==> config.mk <==
export PLATFORM = sky130hd
export DESIGN_NAME = axi_mem_slave
export DESIGN_NICKNAME = d
export VERILOG_FILES = /design/src/rtl/axi_mem_pkg.sv /design/src/rtl/axi_burst_addr.sv /design/src/rtl/axi_mem_slave.sv
export SDC_FILE = /design/constraint.sdc
export NUM_CORES = 1
export LEC_CHECK = 0
export CAP_MARGIN = 20
export CORE_ASPECT_RATIO = 0.7
export CORE_MARGIN = 4
export CORE_UTILIZATION = 33
export CTS_BUF_LIST = sky130_fd_sc_hd__clkbuf_4 sky130_fd_sc_hd__clkbuf_8
export CTS_CLUSTER_SIZE = 10
export DETAILED_ROUTE_END_ITERATION = 7
export PLACE_DENSITY = 0.74
export SLEW_MARGIN = 10
export SYNTH_ARGS = -nofsm -noshare
export SYNTH_HDL_FRONTEND = slang
export SYNTH_SLANG_ARGS = --single-unit
==> constraint.sdc <==
create_clock -name clk -period 6 [get_ports clk]
set_input_delay 1.2 -clock clk [delete_from_list [all_inputs] [get_ports clk]]
set_output_delay 1.2 -clock clk [all_outputs]
set_load 0.05 [all_outputs]
==> src/rtl/axi_mem_pkg.sv <==
// rtl/axi_mem_pkg.sv - shared burst/response/state types for the AXI memory subordinate
package axi_mem_pkg;

    typedef enum logic [1:0] {
        FIXED = 2'd0,
        INCR  = 2'd1,
        WRAP  = 2'd2
    } burst_t;

    typedef enum logic [1:0] {
        OKAY   = 2'd0,
        SLVERR = 2'd2
    } resp_t;

    typedef enum logic [1:0] {
        W_IDLE,
        W_DATA,
        W_RESP
    } wstate_t;

    typedef enum logic {
        R_IDLE,
        R_BURST
    } rstate_t;

    function automatic resp_t err_resp(input logic err);
        return err ? SLVERR : OKAY;
    endfunction

endpackage

==> src/rtl/axi_burst_addr.sv <==
// rtl/axi_burst_addr.sv - next word address for one burst beat
// Ports: addr (current word address), burst (burst type), next_addr (address of the following beat).
module axi_burst_addr
    import axi_mem_pkg::*;
#(
    parameter int ADDR_WIDTH = 10
) (
    input  logic [ADDR_WIDTH-1:0] addr,
    input  burst_t                burst,
    output logic [ADDR_WIDTH-1:0] next_addr
);

    // WRAP deliberately follows INCR; the increment wraps modulo the memory size.
    always_comb begin
        next_addr = addr + ADDR_WIDTH'(1);
        if (burst == FIXED) begin
            next_addr = addr;
        end
    end

endmodule

==> src/rtl/axi_mem_slave.sv <==
// rtl/axi_mem_slave.sv - AXI4 subordinate turning write/read bursts into word accesses on a simple memory port
// Ports: clk/rst_n; AXI4 AW, W, B, AR, R channels; mem_we/mem_waddr/mem_wdata/mem_wstrb write port;
//        mem_rd/mem_raddr read request and mem_rdata (valid one cycle after mem_rd, held until the next).
module axi_mem_slave
    import axi_mem_pkg::*;
#(
    parameter int ADDR_WIDTH     = 10,
    parameter int DATA_WIDTH     = 32,
    parameter int AXI_ADDR_WIDTH = 32,
    parameter int ID_WIDTH       = 4
) (
    input  logic                        clk,
    input  logic                        rst_n,
    input  logic [ID_WIDTH-1:0]         awid,
    input  logic [AXI_ADDR_WIDTH-1:0]   awaddr,
    input  logic [7:0]                  awlen,
    input  logic [2:0]                  awsize,
    input  logic [1:0]                  awburst,
    input  logic                        awvalid,
    output logic                        awready,
    input  logic [DATA_WIDTH-1:0]       wdata,
    input  logic [DATA_WIDTH/8-1:0]     wstrb,
    input  logic                        wlast,
    input  logic                        wvalid,
    output logic                        wready,
    output logic [ID_WIDTH-1:0]         bid,
    output logic [1:0]                  bresp,
    output logic                        bvalid,
    input  logic                        bready,
    input  logic [ID_WIDTH-1:0]         arid,
    input  logic [AXI_ADDR_WIDTH-1:0]   araddr,
    input  logic [7:0]                  arlen,
    input  logic [2:0]                  arsize,
    input  logic [1:0]                  arburst,
    input  logic                        arvalid,
    output logic                        arready,
    output logic [ID_WIDTH-1:0]         rid,
    output logic [DATA_WIDTH-1:0]       rdata,
    output logic [1:0]                  rresp,
    output logic                        rlast,
    output logic                        rvalid,
    input  logic                        rready,
    output logic                        mem_we,
    output logic [ADDR_WIDTH-1:0]       mem_waddr,
    output logic [DATA_WIDTH-1:0]       mem_wdata,
    output logic [DATA_WIDTH/8-1:0]     mem_wstrb,
    output logic                        mem_rd,
    output logic [ADDR_WIDTH-1:0]       mem_raddr,
    input  logic [DATA_WIDTH-1:0]       mem_rdata
);

    localparam int         LSB       = $clog2(DATA_WIDTH / 8);
    localparam logic [2:0] SIZE_FULL = 3'(LSB);

    // Byte-lane and upper address bits carry no meaning for a word memory.
    logic unused_addr_bits;
    assign unused_addr_bits = ^{awaddr, araddr};

    // ---------------- write path ----------------
    wstate_t                 wstate;
    logic [ID_WIDTH-1:0]     w_id;
    logic [ADDR_WIDTH-1:0]   w_addr;
    logic [ADDR_WIDTH-1:0]   w_addr_next;
    logic [7:0]              w_cnt;
    burst_t                  w_burst;
    logic                    w_err;
    logic                    w_hs;
    logic                    w_last_beat;
    logic                    w_len_err;

    assign awready     = rst_n && (wstate == W_IDLE);
    assign wready      = (wstate == W_DATA);
    assign w_hs        = wvalid && wready;
    assign w_last_beat = (w_cnt == 8'd0);
    assign w_len_err   = (wlast != w_last_beat);

    // Error bursts still consume every beat but never touch memory.
    assign mem_we    = w_hs && !w_err;
    assign mem_waddr = w_addr;
    assign mem_wdata = wdata;
    assign mem_wstrb = wstrb;

    axi_burst_addr #(.ADDR_WIDTH(ADDR_WIDTH)) u_waddr (
        .addr      (w_addr),
        .burst     (w_burst),
        .next_addr (w_addr_next)
    );

    always_ff @(posedge clk or negedge rst_n) begin
        if (!rst_n) begin
            wstate  <= W_IDLE;
            w_id    <= '0;
            w_addr  <= '0;
            w_cnt   <= '0;
            w_burst <= INCR;
            w_err   <= 1'b0;
            bvalid  <= 1'b0;
            bresp   <= OKAY;
            bid     <= '0;
        end else begin
            case (wstate)
                W_IDLE: begin
                    if (awvalid) begin
                        w_id    <= awid;
                        w_addr  <= awaddr[ADDR_WIDTH+LSB-1:LSB];
                        w_cnt   <= awlen;
                        w_burst <= burst_t'(awburst);
                        w_err   <= (awsize != SIZE_FULL);
                        wstate  <= W_DATA;
                    end
                end
                W_DATA: begin
                    if (w_hs) begin
                        w_addr <= w_addr_next;
                        w_cnt  <= w_cnt - 8'd1;
                        // Length comes from awlen only; a misplaced wlast just poisons the response.
                        if (w_last_beat) begin
                            wstate <= W_RESP;
                            bvalid <= 1'b1;
                            bid    <= w_id;
                            bresp  <= err_resp(w_err || w_len_err);
                        end else if (w_len_err) begin
                            w_err <= 1'b1;
                        end
                    end
                end
                W_RESP: begin
                    if (bready) begin
                        bvalid <= 1'b0;
                        wstate <= W_IDLE;
                    end
                end
                default: wstate <= W_IDLE;
            endcase
        end
    end

    // ---------------- read path ----------------
    rstate_t                 rstate;
    logic [ID_WIDTH-1:0]     r_id;
    logic [ADDR_WIDTH-1:0]   r_addr;
    logic [ADDR_WIDTH-1:0]   r_addr_next;
    logic [7:0]              r_len;
    logic [8:0]              r_issued;
    burst_t                  r_burst;
    logic                    r_err;
    logic                    r_more;

    assign arready = rst_n && (rstate == R_IDLE);
    assign r_more  = (r_issued <= {1'b0, r_len});

    // A new read is issued only once the presented beat is (being) consumed,
    // so mem_rdata itself is the R data and never needs a skid buffer.
    assign mem_rd    = (rstate == R_BURST) && r_more && (!rvalid || rready);
    assign mem_raddr = r_addr;
    assign rdata     = mem_rdata;

    axi_burst_addr #(.ADDR_WIDTH(ADDR_WIDTH)) u_raddr (
        .addr      (r_addr),
        .burst     (r_burst),
        .next_addr (r_addr_next)
    );

    always_ff @(posedge clk or negedge rst_n) begin
        if (!rst_n) begin
            rstate   <= R_IDLE;
            r_id     <= '0;
            r_addr   <= '0;
            r_len    <= '0;
            r_issued <= '0;
            r_burst  <= INCR;
            r_err    <= 1'b0;
            rvalid   <= 1'b0;
            rlast    <= 1'b0;
            rresp    <= OKAY;
            rid      <= '0;
        end else begin
            case (rstate)
                R_IDLE: begin
                    if (arvalid) begin
                        r_id     <= arid;
                        r_addr   <= araddr[ADDR_WIDTH+LSB-1:LSB];
                        r_len    <= arlen;
                        r_issued <= '0;
                        r_burst  <= burst_t'(arburst);
                        r_err    <= (arsize != SIZE_FULL);
                        rstate   <= R_BURST;
                    end
                end
                R_BURST: begin
                    if (mem_rd) begin
                        r_addr   <= r_addr_next;
                        r_issued <= r_issued + 9'd1;
                        rvalid   <= 1'b1;
                        rlast    <= (r_issued == {1'b0, r_len});
                        rresp    <= err_resp(r_err);
                        rid      <= r_id;
                    end else if (rvalid && rready) begin
                        rvalid <= 1'b0;
                        rlast  <= 1'b0;
                    end
                    if (rvalid && rready && rlast) begin
                        rstate <= R_IDLE;
                    end
                end
                default: rstate <= R_IDLE;
            endcase
        end
    end

endmodule

== After elaboration in Yosys (flattened, before gate mapping) ==
Index checks and enable logic that the tools add are counted.
Cells by class
  $add $sub $neg: 4
  $lt $le $gt $ge: 1
  equal/unequal tests: 16
  muxes and demuxes: 36
  bitwise operators: 1
  reduce and logical (&&, ||, !) cells: 31
Operators by type and width (count)
  10-bit 2-to-1 mux: 6
  10-bit one-hot mux with 2 select lines: 2
  10-bit by 1-bit adder with 10-bit output (second input constant): 2
  9-bit 2-to-1 mux: 2
  9-bit one-hot mux with 2 select lines: 1
  8-bit 2-to-1 mux: 2
  8-bit one-hot mux with 2 select lines: 1
  2-bit inequality test (second input constant): 7
  1-bit 2-to-1 mux: 12
  2-bit 2-to-1 mux: 6
  4-bit AND reduction: 3
  2-bit AND reduction: 5
  9-bit by 1-bit adder with 9-bit output (second input constant): 1
  9-bit by 8-bit equality test with 1-bit output: 1
  9-bit by 8-bit <= comparator with 1-bit output: 1
  3-bit AND reduction: 3
  1-bit logical AND: 8
  8-bit logical NOT: 1
  8-bit by 1-bit subtractor with 8-bit output (second input constant): 1
  2-bit logical NOT: 3
  2-bit by 1-bit inequality test with 1-bit output (second input constant): 3
  3-bit by 2-bit inequality test with 1-bit output (second input constant): 2
  1-bit one-hot mux with 2 select lines: 3
  2-bit one-hot mux with 3 select lines: 1
  8 further kinds: 12
Storage, ports and cells
  register bits after elaboration: 77
  bits of input ports: 174
  output and inout port bits: 108

== Logic depth before layout (Yosys ltp) ==
Gate-level depths: netlist (run 1).
  word-level depth: 6
  depth in mapped cells: 10
  gate-level depth less buffers: 9

== Hierarchy ==
Synthesis (run 1) repeated with hierarchy kept, for this count alone.
Unflattened totals
  cell total of the unflattened synthesis: 488
  area total of the unflattened synthesis: 4614.4 µm²
By module, submodules not included
  axi_mem_slave: times used 1, cells each 434, area each 4211.5 µm², seq. area each 1879.3 µm²
  axi_burst_addr: times used 2, cells each 27, area each 201.4 µm², seq. area each 0.0 µm²

== Worst setup path before layout (run 1) ==
No wires, ideal clock.
  path type: reg2out
  from: register wstate[1]
  to: output mem_we
  arrival time: 2.379 ns
  data required time: 4.800 ns
  path slack: 2.421 ns
  stages on the path, launching flop included: 7
  buffers on the path: 2
  path through: dfrtp_1 -> nand2b_1 -> inv_1 -> clkbuf_1 -> buf_1 -> nand2_1 -> nor2_1
On the way
  word-level cells in the longest chain between the ends: 3
Ends and longest elaborated chain
  from (decl): line axi_mem_slave.sv:60  | wstate_t wstate;
  from (signal assigned): line axi_mem_slave.sv:91  | wstate <= W_IDLE;
  from (signal assigned): line axi_mem_slave.sv:109  | wstate <= W_DATA;
  from (signal assigned): line axi_mem_slave.sv:118  | wstate <= W_RESP;
  2-bit by 1-bit equality test with 1-bit output: line axi_mem_slave.sv:72  | assign wready = (wstate == W_DATA);
  named net wready: line axi_mem_slave.sv:25  | output logic wready,
  1-bit logical AND: line axi_mem_slave.sv:73  | assign w_hs = wvalid && wready;
  1-bit logical AND: line axi_mem_slave.sv:78  | assign mem_we = w_hs && !w_err;
  to (decl): line axi_mem_slave.sv:43  | output logic mem_we,
The timed path passes the listed nets, and every way through them passes these cells.

== Worst setup path after layout (run 1) ==
  from: input rready
  to: output mem_rd
On the way
  word-level cells in the longest chain between the ends: 2
Ends and longest elaborated chain
  from (decl): line axi_mem_slave.sv:42  | input logic rready,
  1-bit logical OR: line axi_mem_slave.sv:154  | assign mem_rd = (rstate == R_BURST) && r_more && (!rvalid || rready);
  1-bit logical AND: line axi_mem_slave.sv:154
  to (decl): line axi_mem_slave.sv:47  | output logic mem_rd,
Every way passes these cells.

==> reports/qor.csv, run 1 <==
metric,value,unit
status,finished clean,
arrival,3.94,ns
via_per_inst,5.01,
grt.overflow.total,0,
max_stage_delay,0.84,ns
grt.total_usage,14.9,%
power.density,534,mW/mm^2
cts_buffer_depth,2,
yosysTopAreaCellShare,41.1,%
drv_cap,0,
hold_viol,0,
antenna_found_initial,0,
synth_edf_count,0,
htree_levels,3,
first_pass_iters,5,
required,4.80,ns
grt_first_pass_wirelength,18.7,mm
crit_slowest_cell,clkdlybuf4s50_1,
layout.area.seq,0.00188,sq mm
synth-seq-area-share,42.3,%
peakVddDrop,0.000181,V
place_hpwl,8.63,mm
internal_power,1.52,mW
cts_buffers,9,
syn2layout_area_growth,20.1,%
grt_setup_unrepaired,false,
p_clk_share,15.4,%
ff2ff_setup_slack,3.25,ns
startpoint_type,input port,
path_common_cell,clkdlybuf4s50_1,
critPathKind,input port to output pin,
timing.rr.end,mem_raddr[2]$_DFFE_PN0P_,
finalCriticalPeriod,5.14,ns
slew_headroom,41.0,%
synth_area_leader_cell,dfrtp_1,
die_area,0.0154,sq mm
drtAntennaViolNets,0,
holdPathStages,2,
power.switching,1.34,mW
yosysUniqueCellTypes,63,
hold_slack,0.470,ns
n_fill_cell,1310,
pin_count,282,
path_cells,"clkdlybuf4s50_1, nand2b_1, o2111ai_1, o21ai_1, nor2_2, inv_1, buf_4, clkdlybuf4s50_1",
endpoint,mem_rd,
totalWireLength,11.5,mm
grt_pass1_vias,3611,
grt_max_degree,51,
drc,0,
synth_area,0.00444,sq mm
final_util,40.5,%
die_h,105,microns
cp_max_fo,15,
ff2ff_path_depth,9,
crit_path_start,rready,
post-route-period-util,85.7,%
io_buffers,99,
tightest_slew,0.883,ns
antenna_cells,0,
cts_resized,0,
p_sw_share,46.8,%
p_leak,2.39,nW
synthCells,511,
power,2.85,mW
clock-sinks,75,
fmax,195,MHz
comb_power_share,52.5,%
ys_async_sr_fraction,100,%
post-cts-setup-buffers,0,
finalWeightedCongestion,0.904,
wire_per_inst,15.8,microns
vias,3659,
start_util,33.7,%
multi_input_area,0.00190,sq mm
ys_ff_latch,75,
hold_path.class,flip-flop to flip-flop,
final_max_slew_viol_count,0,
cts_tree,yes,
worst_clock_skew,0.0129,ns
yosys-top-cells-area,"dfrtp_1 41%, buf_4 12%, nand2_1 8.5%, ha_1 3.7%, o21ai_0 3.5%",
end_kind,output pin,
drtIter0Drc,258,
syn_area_per_cell,8.70,sq um
die_w,147,microns
coreArea,0.0132,sq mm
synthFlopType,dfrtp_1,
pwr-share-seq,32.1,%
cts_root_buf,clkbuf_8,
synth_warnings,0,
r2r_start,r_issued[6]$_DFFE_PN0P_,
final_nets,727,
clk_latency,0.34,ns
drive_above_1_share,6.97,%
hold_buffers,0,
tns,0,ns
clk_pin_slew_worst_paths,0.08,ns
setup_viol_count_final,0,
placementRows,35,
-- synthesized netlist by cell type, drive strengths merged (4+ instances only) --
library cell,count
inv,19
nor2,31
o22ai,7
and3,6
a21oi,28
o21a,4
o211ai,6
nand2b,6
a221o,4
a211oi,7
o21ai,32
buf,74
nand4,5
ha,13
nor3,8
and2,4
clkbuf,13
nand2,101
mux2,4
dfrtp,73
nand3,15
-- sequential cells by signal, summed over array words and instances, names as in the netlist, 2 cells and up --
name       flops
r_len          8
bid            4
w_cnt          8
w_id           4
mem_waddr     10
wstate         2
r_issued       9
mem_raddr     10
r_id           4
r_burst        2
rid            4
w_burst        2
-- area by class of cell --
class                           instances  share of cell area, %
Clock buffer                           12                   2.86
Clock inverter                          4                   1.41
Inverter                               20                   1.41
Multi-Input combinational cell        330                   35.6
Sequential cell                        75                   35.2
Tap cell                              185                   4.34
Timing Repair Buffer                  104                   19.2
-- per-stage QoR --
step	setup WS [ns]	instance area, sq um	instances
after CTS	0.844	5330	729
final	0.861	5340	730
after detailed placement	0.857	5100	713
after floorplan	2.42	4450	512
after global placement	0.859	5100	713
after global routing	0.676	5340	730
-- worst max-delay path: cells and delay by family --
family / cells / cell delay (ns)
AOI/OAI and AO/OA: 2 / 0.67
buffers and inverters: 4 / 1.66
and+or+nand+nor: 2 / 0.41
-- power groups by stage --
stage / Combinational [mW] / Clock, mW / Sequential (mW)
floorplan: 0.908 / 0 / 1.14
global placement: 1.44 / 0 / 0.908
detailed placement: 1.49 / 0 / 0.919
CTS: 1.50 / 0.461 / 0.910
global route: 1.64 / 0.480 / 0.947
finish: 1.50 / 0.439 / 0.915
-- per-layer routing --
metal / vias to the layer above / track usage, % / routed length [microns] / share of wire [%]
li1: 1756 / - / - / -
met5: - / 0 / 0 / 0
met1: 1745 / 20.8 / 5410 / 47
met2: 123 / 21.6 / 5120 / 44
met3: 35 / 4.51 / 767 / 6.6
met4: 0 / 5.37 / 242 / 2.1
-- kinds of logic after synthesis --
kind of cell,synth area share [%]
other,0.0844
adders and majority gates,3.66
and+or+nand+nor,20.0
buffers and inverters,15.1
DFF,42.3
AOI/OAI and AO/OA,16.8
muxes,1.46
xor gates and xnor gates,0.591
-- how the worst min path moves through the flow --
stage / to / slack [ns] / from
floorplan: w_burst[0]$_DFFE_PN1P_ / 0.44 / w_burst[0]$_DFFE_PN1P_
global placement: w_burst[0]$_DFFE_PN1P_ / 0.45 / w_burst[0]$_DFFE_PN1P_
detailed placement: rresp[1]$_DFFE_PN0P_ / 0.46 / rresp[1]$_DFFE_PN0P_
CTS: w_burst[0]$_DFFE_PN1P_ / 0.47 / w_burst[0]$_DFFE_PN1P_
global route: w_burst[0]$_DFFE_PN1P_ / 0.49 / w_burst[0]$_DFFE_PN1P_
finish: w_burst[0]$_DFFE_PN1P_ / 0.47 / w_burst[0]$_DFFE_PN1P_
-- layout by cell type (no fill, tap or decap), types with 3 or more instances in the layout --
cell,synthesis,final
nand2_1,101,101
mux2_2,4,4
a21oi_1,27,27
buf_4,71,6
nand4_1,5,5
o21ai_0,31,31
inv_1,19,19
a211oi_1,7,7
and3_1,6,6
and4_1,3,3
o32ai_1,3,3
nor3_1,7,7
nor2b_1,3,3
nand3_1,15,15
ha_1,13,13
nor2_1,29,29
nand2b_1,6,6
dfrtp_1,73,73
a221o_1,4,4
o211ai_1,5,5
o21a_1,3,3
a31oi_1,3,3
and2_1,3,3
o22ai_1,7,7
clkdlybuf4s50_1,0,98
a21o_1,3,3
clkbuf_8,0,10
Note: power is estimated with default switching activity, not from simulation.
==> run 2: changes to the inputs <==
Settings changed: CORE_ASPECT_RATIO 0.7 to 1.5.
==> run 2 against run 1 <==
  * Via count increased by 1.9%
  * Maximum frequency increased by 3.9%
  * Non-clock buffer count decreased by 1
  * Routed wire length decreased by 0.31%
  * First-iteration DRC count decreased by 45%
  * Highest routed layer unchanged
  * Count of clock-buffer cells in the layout increased by 1
  * Largest power group unchanged
  * Sequential cell count unchanged
==> reports/qor.csv, run 2 (synthesized netlist as in run 1, its figures left out) <==
metric,value,unit
arrival,3.75,ns
first_pass_iters,4,
antenna_found_initial,0,
coreArea,0.0131,sq mm
grt_setup_unrepaired,false,
met3_usage,3.52,%
setup_viol_count_final,0,
hold_buffers,0,
tightest_slew,0.879,ns
post-route-period-util,82.4,%
use_met2,26.4,%
die_area,0.0154,sq mm
placementRows,51,
slew_headroom,41.3,%
hold_viol,0,
peakVddDrop,0.000274,V
status,finished clean,
grt_pass1_vias,3834,
post-cts-setup-buffers,0,
grt_max_degree,44,
finalCriticalPeriod,4.95,ns
cts_buffers,9,
io_buffers,99,
final_max_slew_viol_count,0,
tns,0,ns
p_leak,2.40,nW
grtUsageMet1,14.7,%
multi_input_area,0.00190,sq mm
clk_pin_slew_worst_paths,0.07,ns
n_fill_cell,1303,
finalWeightedCongestion,0.880,
cts_root_buf,clkbuf_8,
power.density,537,mW/mm^2
totalWireLength,11.5,mm
vias,3727,
grt.overflow.total,0,
hold_path.class,flip-flop to flip-flop,
drive_above_1_share,6.80,%
cts_buffer_depth,2,
required,4.80,ns
grt_first_pass_wirelength,18.1,mm
p_sw_share,46.3,%
htree_levels,3,
power.switching,1.32,mW
start_util,34.0,%
via_per_inst,5.30,
critPathKind,input port to output pin,
internal_power,1.53,mW
syn2layout_area_growth,19.5,%
pin_count,282,
clock-sinks,75,
final_nets,726,
drtIter0Drc,143,
drtAntennaViolNets,0,
fin_area,0.00531,sq mm
drv_cap,0,
grt.total_usage,14.9,%
fmax,202,MHz
p_clk_share,16.1,%
comb_power_share,51.8,%
antenna_cells,0,
mostFrequentLayoutCells,"101 x nand2_1, 98 x clkdlybuf4s50_1, 73 x dfrtp_1",
place_hpwl,8.61,mm
die_h,150,microns
drc,0,
startpoint_type,input port,
placed_cell_area,0.00506,sq mm
cts_resized,0,
cp_max_fo,14,
final_common_cell,nand2_1,
cts_tree,yes,
wire_per_inst,16.4,microns
die_w,103,microns
layout.area.seq,0.00188,sq mm
busiest_layer,met2,
pwr-share-seq,32.1,%
end_kind,output pin,
worst_clock_skew,0.0200,ns
clk_latency,0.35,ns
## run 2: changes by cell type in the layout (fill, tap and decap cells not counted)
cell and delta:
clkbuf_8 +2, clkinvlp_4 -2, buf_4 -1, clkbuf_4 -1, clkinv_4 +1
## run 2: power groups by stage
stage | clock (mW) | sequential (mW) | combinational (mW)
after detailed placement | 0 | 0.922 | 1.48
after global placement | 0 | 0.908 | 1.43
final | 0.460 | 0.914 | 1.48
after CTS | 0.481 | 0.913 | 1.48
after floorplan | 0 | 1.14 | 0.908
after global routing | 0.503 | 0.946 | 1.63
## run 2: worst max-delay path: stages
cell	delay (ns)
clkdlybuf4s50_1	0.51
nand2b_1	0.16
o2111ai_1	0.20
o21ai_1	0.48
nor2_2	0.24
inv_1	0.14
clkdlybuf4s50_1	0.81
## run 2: layer usage
layer	vias to the layer above	wire length (microns)	part of all wire, %
met5	-	0	0
met4	0	675	5.9
met3	69	870	7.6
met2	136	5930	52
met1	1766	4020	35
li1	1756	-	-
## run 2: cell type report
type,instances,area share (%)
Clock inverter,3,1.30
Timing Repair Buffer,103,19.2
Clock buffer,13,3.25
Inverter,20,1.41
Sequential cell,75,35.4
Multi-Input combinational cell,330,35.8
Tap cell,159,3.74
## run 2: worst paths after layout
path                                        start                        to  slack (ns)  cells past startpoint
min in group asynchronous                   rst_n  mem_waddr[4]$_DFFE_PN0P_        0.80                      1
hold / removal             w_burst[0]$_DFFE_PN1P_    w_burst[0]$_DFFE_PN1P_        0.46                      2
hold reg to reg            w_burst[0]$_DFFE_PN1P_    w_burst[0]$_DFFE_PN1P_        0.46                      2
max in group asynchronous                   rst_n        rid[3]$_DFFE_PN0P_        4.25                      2
setup / recovery                           rready                    mem_rd        1.05                      7
setup reg to reg            wstate[1]$_DFFE_PN0P_      w_cnt[6]$_DFFE_PN0P_        3.08                      7
## run 2: per-stage QoR
stage | std cells | hold slack [ns] | power (mW) | setup slack [ns] | util (%)
after CTS | 702 | 0.467 | 2.88 | 1.04 | 40.6
after detailed placement | 686 | 0.456 | 2.40 | 1.06 | 38.7
after global routing | 703 | 0.491 | 3.08 | 0.848 | 40.6
after global placement | 686 | 0.449 | 2.34 | 1.11 | 38.7
final | 703 | 0.463 | 2.85 | 1.05 | 40.6
after floorplan | 512 | 0.439 | 2.05 | 2.42 | -
